## config.mk

```make
export PLATFORM = sky130hd
export DESIGN_NAME = dnn_out_stage
export DESIGN_NICKNAME = d
export VERILOG_FILES = /design/src/rtl/dnn_out_stage.sv
export SDC_FILE = /design/constraint.sdc
export NUM_CORES = 1
export LEC_CHECK = 0
export ABC_CLOCK_PERIOD_IN_PS = 16000
export BUFFER_PORTS_ARGS = -buffer_cell sky130_fd_sc_hd__buf_2
export CAP_MARGIN = 30
export CORE_MARGIN = 5
export CORE_UTILIZATION = 45
export CTS_BUF_LIST = sky130_fd_sc_hd__clkbuf_8
export CTS_CLUSTER_SIZE = 25
export DETAILED_ROUTE_END_ITERATION = 12
export GPL_TIMING_DRIVEN = 0
export SYNTH_ARGS = -nofsm -noshare
export SYNTH_HDL_FRONTEND = slang
export SYNTH_SLANG_ARGS = --single-unit
```

## constraint.sdc

```tcl
create_clock -name clk -period 16 [get_ports clk]
set_input_delay 0.8 -clock clk [delete_from_list [all_inputs] [get_ports clk]]
set_output_delay 0.8 -clock clk [all_outputs]
set_load 0.01 [all_outputs]
```

## src/rtl/dnn_out_stage.sv

```systemverilog
// Output layer of the dnn pipeline: two 4-input MAC neurons (nodes 8 and 9) with
// optional ReLU and a one-entry input buffer so vectors can stream back-to-back.
module dnn_out_stage #(
   parameter bit RELU_EN = 1'b1
) (
   input  logic               clk,
   input  logic               rst_n,
   input  logic               stg_2_rdy,
   input  logic signed [20:0] y0,
   input  logic signed [20:0] y1,
   input  logic signed [20:0] y2,
   input  logic signed [20:0] y3,
   input  logic signed [4:0]  w48,
   input  logic signed [4:0]  w58,
   input  logic signed [4:0]  w68,
   input  logic signed [4:0]  w78,
   input  logic signed [4:0]  w49,
   input  logic signed [4:0]  w59,
   input  logic signed [4:0]  w69,
   input  logic signed [4:0]  w79,
   output logic signed [27:0] z0,
   output logic signed [27:0] z1,
   output logic               stg_3_rdy,
   output logic               busy,
   output logic               overrun
);

   typedef enum logic {ST_IDLE, ST_MAC} state_t;

   state_t             state;
   logic [1:0]         cnt;
   logic signed [27:0] acc0, acc1;
   logic               buf_vld;
   logic signed [20:0] work_y [4];
   logic signed [20:0] buf_y  [4];

   logic signed [20:0] y_sel;
   logic signed [4:0]  w8_sel, w9_sel;
   logic signed [25:0] y_ext, w8_ext, w9_ext;
   logic signed [25:0] prod0, prod1;
   logic signed [27:0] sum0, sum1;
   logic               done, mid, launch_buf, launch_in, buf_load, drop;

   // Operand select for the current MAC step k: y[k] with w(4+k)8 / w(4+k)9.
   always_comb begin
      // NOTE: every always_comb output gets a default first so no path can infer a latch.
      y_sel  = work_y[0];
      w8_sel = w48;
      w9_sel = w49;
      case (cnt)
         2'd1: begin
            y_sel  = work_y[1];
            w8_sel = w58;
            w9_sel = w59;
         end
         2'd2: begin
            y_sel  = work_y[2];
            w8_sel = w68;
            w9_sel = w69;
         end
         2'd3: begin
            y_sel  = work_y[3];
            w8_sel = w78;
            w9_sel = w79;
         end
         default: ;
      endcase
   end

   assign y_ext  = {{5{y_sel[20]}}, y_sel};
   assign w8_ext = {{21{w8_sel[4]}}, w8_sel};
   assign w9_ext = {{21{w9_sel[4]}}, w9_sel};
   assign prod0  = y_ext * w8_ext;
   assign prod1  = y_ext * w9_ext;
   assign sum0   = acc0 + {{2{prod0[25]}}, prod0};
   assign sum1   = acc1 + {{2{prod1[25]}}, prod1};

   // Job hand-off: the buffer always has priority over the live input at completion.
   assign done       = (state == ST_MAC) && (cnt == 2'd3);
   assign mid        = (state == ST_MAC) && !done;
   assign launch_buf = done && buf_vld;
   assign launch_in  = stg_2_rdy && ((state == ST_IDLE) || (done && !buf_vld));
   assign buf_load   = stg_2_rdy && ((mid && !buf_vld) || launch_buf);
   assign drop       = stg_2_rdy && mid && buf_vld;

   function automatic logic signed [27:0] relu(input logic signed [27:0] s);
      return (RELU_EN && s[27]) ? '0 : s;
   endfunction

   always_ff @(posedge clk or negedge rst_n) begin
      if (!rst_n) begin
         state     <= ST_IDLE;
         cnt       <= 2'd0;
         acc0      <= '0;
         acc1      <= '0;
         buf_vld   <= 1'b0;
         z0        <= '0;
         z1        <= '0;
         stg_3_rdy <= 1'b0;
         busy      <= 1'b0;
         overrun   <= 1'b0;
      end else begin
         // NOTE: sequential state uses non-blocking assignments so every flop samples pre-edge values.
         stg_3_rdy <= done;
         if (done) begin
            z0 <= relu(sum0);
            z1 <= relu(sum1);
         end
         if (drop)
            overrun <= 1'b1;
         if (buf_load)
            buf_vld <= 1'b1;
         else if (launch_buf)
            buf_vld <= 1'b0;

         case (state)
            ST_IDLE: begin
               if (launch_in) begin
                  state <= ST_MAC;
                  busy  <= 1'b1;
                  cnt   <= 2'd0;
                  acc0  <= '0;
                  acc1  <= '0;
               end
            end
            ST_MAC: begin
               if (done) begin
                  cnt  <= 2'd0;
                  acc0 <= '0;
                  acc1 <= '0;
                  if (!(launch_buf || launch_in)) begin
                     state <= ST_IDLE;
                     busy  <= 1'b0;
                  end
               end else begin
                  acc0 <= sum0;
                  acc1 <= sum1;
                  cnt  <= cnt + 2'd1;
               end
            end
            default: state <= ST_IDLE;
         endcase
      end
   end

   // NOTE: vector data is only consumed when qualified by state/buf_vld, so it carries no reset.
   always_ff @(posedge clk) begin
      if (launch_buf) begin
         work_y <= buf_y;
      end else if (launch_in) begin
         work_y[0] <= y0;
         work_y[1] <= y1;
         work_y[2] <= y2;
         work_y[3] <= y3;
      end
      if (buf_load) begin
         buf_y[0] <= y0;
         buf_y[1] <= y1;
         buf_y[2] <= y2;
         buf_y[3] <= y3;
      end
   end

endmodule

```

==> out/qor.yml <==
grt:
  antenna_found_initial: 14
  grt_max_degree: 95
  first_global_vias: 16300
  grt_pass1_wl_mm: 86.6
  grtUsageTotal_pct: 21.1
  grt-ovfl-total: 0
floorplan:
  fp-row-count: 79
  start_util_pct: 45.4
  io_pins: 186
  die_x_um: 226
  die_h_um: 226
  core_um2: 46500
  die-area_um2: 51300
clock_tree:
  cts_hold_buffers: 1
  cts.repair.resized: 0
  cts_setup_buffers: 0
  cts_num_sinks: 285
  cts-root-buf: "clkbuf_8"
  htree_num_levels: 2
  clock_latency_ps: 620
  ctsLongestPathBuffers: 3
  clkTransAtPathRegs_ps: 70
  cts_tree: "built"
  numCtsBuffers: 48
setup_path:
  cp-start-kind: "flop"
  slowest_delay_ps: 770
  required_ps: 16480
  cp.arrival_ps: 10870
  r2r_start: "cnt[0]"
  crit_slowest_cell: "clkbuf_1"
  end_kind: "flop"
  worst_r2r_path_depth: 31
  cp_max_fo: 10
  rrSetupSlack_ps: 5610
  startpoint: "cnt[0]"
  r2r-end: "z0[0]"
  path_class: "flop to flop"
  cpMostUsedCell: "clkbuf_1"
final_layout:
  layout_commonest_cell: "inv_1"
  finalNetCount: 2741
  fin_util_pct: 51.3
  seqCellArea_um2: 7970
  syn_to_final_growth_pct: 13.1
  mostFrequentLayoutCells: "272 x inv_1, 209 x nor2_1, 189 x nand2_1, 181 x buf_2, 168 x edfxtp_1"
  multiInputGateArea_um2: 11800
  fillers: 4294
  drive_above_1_share_pct: 15.7
timing:
  finalSetupViolCount: 0
  slew_violations: 0
  setup_tns_ps: 0
  tightest_slew_ps: 1040
  finalHoldViolations: 0
  fin_crit_sh_pct: 65.0
  rsz0062_at_grt: "no"
  clock.fmax_mhz: 96.2
  skew_ps: 22.0
  period_needed_ps: 10390
  maxSlewHeadroom_pct: 30.7
  fin_hold_ws_ps: 365
synthesis:
  synth_top_area_share_pct: 23.9
  yosysSeqAreaShare_pct: 37.8
  synth_ff_type: "edfxtp_1"
  synth-edff-count: 168
  ys_types: 72
  syn_area_um2: 21100
  async_flop_share_pct: 41.1
  synth.avg_cell_area_um2: 10.1
  yosysWarnings: 0
  synth-seq-cells: 285
  synth_fa_ha_area_share_pct: 21.8
  synth-compound-area-share_pct: 14.0
  synth-xor-area-share_pct: 3.85
  synth_top_family_by_area: "adder cells"
  synth_area_leader_cell: "edfxtp_1"
  synth_area_leaders: "edfxtp_1 24%, dfrtp_1 14%, fa_1 13%"
  muxShareOfSynthArea_pct: 4.64
  synthSimpleGateAreaFrac_pct: 11.7
  syn_inst: 2083
detailed_routing:
  wl_mm: 53.9
  wl_per_cell_um: 18.1
  drt_iter0_drc: 1121
  ant_nets: 0
  dr.pass1.iters: 9
  vias: 16000
  viasPerCell: 5.39
  drc: 0
place:
  gp_congestion: 0.879
  portBuffers: 182
  place.detailed.hpwl_mm: 42.4
hold_path:
  min_from: "y0[14]"
  worstHoldPathType: "input port to flop"
  holdPathEnd: "buf_y[77]"
  hold_depth: 1
run:
  drv_cap: 0
status:
  outcome: "finished, final reports clean"
-- final cells by class --
type,count,share of cell area [%]
antenna,5,0.0525
buffer,80,1.35
clock buffer,52,3.00
clock inverter,28,0.740
inverter,259,4.08
multi-input combinational,1460,49.6
sequential,285,33.4
tap,607,3.19
timing repair buffer,192,4.53
-- worst max path at each step --
stage	to	slack, ps	cells past startpoint
after CTS	z0[3]	5760	31
final	z0[0]	5610	31
after global placement	z0[26]	5980	31
after detailed placement	z0[0]	5840	31
after global routing	z0[3]	5040	31
after floorplan	z0[0]	8470	32
-- per-layer routing --
layer	global-route usage (%)	routed length [um]	up-vias	part of all wire, %
li1	-	-	7653	-
met1	29.6	24700	7763	46
met2	33.7	24300	474	45
met3	4.56	3630	86	6.7
met4	5.51	1150	16	2.1
met5	0	96	-	0.18
-- metrics by stage --
step	area [um2]	instances	setup slack, ps
global placement	22800	2873	5980
floorplan	21100	2084	8470
global route	23800	2966	5040
finish	23800	2968	5610
detailed placement	22900	2882	5840
CTS	23800	2963	5760
-- sequential cells by signal, summed over array words and instances (netlist names), 2 cells and up --
register  cells
acc1         28
work_y       84
acc0         28
buf_y        84
z1           27
cnt           2
z0           27
-- synth_stat cells (all sizes together) (22+ instances only) --
cell and n:
a21o 48, a21oi 82, a222oi 31, and2 37, clkbuf 71, dfrtp 117
edfxtp 168, fa 132, ha 156, inv 257, mux2 85, nand2 189
nor2 210, o21ai 122, o21bai 22, o31ai 40, xnor2 65, xor2 22
-- worst max-delay path, delay by kind of cell (launching register included) --
family | cells | cell delay (ps)
xor+xnor | 2 | 920
buf+inv | 5 | 2530
fa+ha+maj | 6 | 2250
flops | 1 | 500
simple gates | 4 | 820
compound gates | 14 | 3230
-- kinds of logic after synthesis --
family,count (synthesis)
AND/OR/NAND/NOR,556
AO/OA/AOI/OAI,439
buffers and inverters,339
adder cells (fa/ha/maj),288
flip-flops,285
XOR/XNOR,88
multiplexers,87
other,1
Power is left out: the tool's default activity adds up to more than one toggle a clock period on the data nets, which glitch-free logic cannot reach.
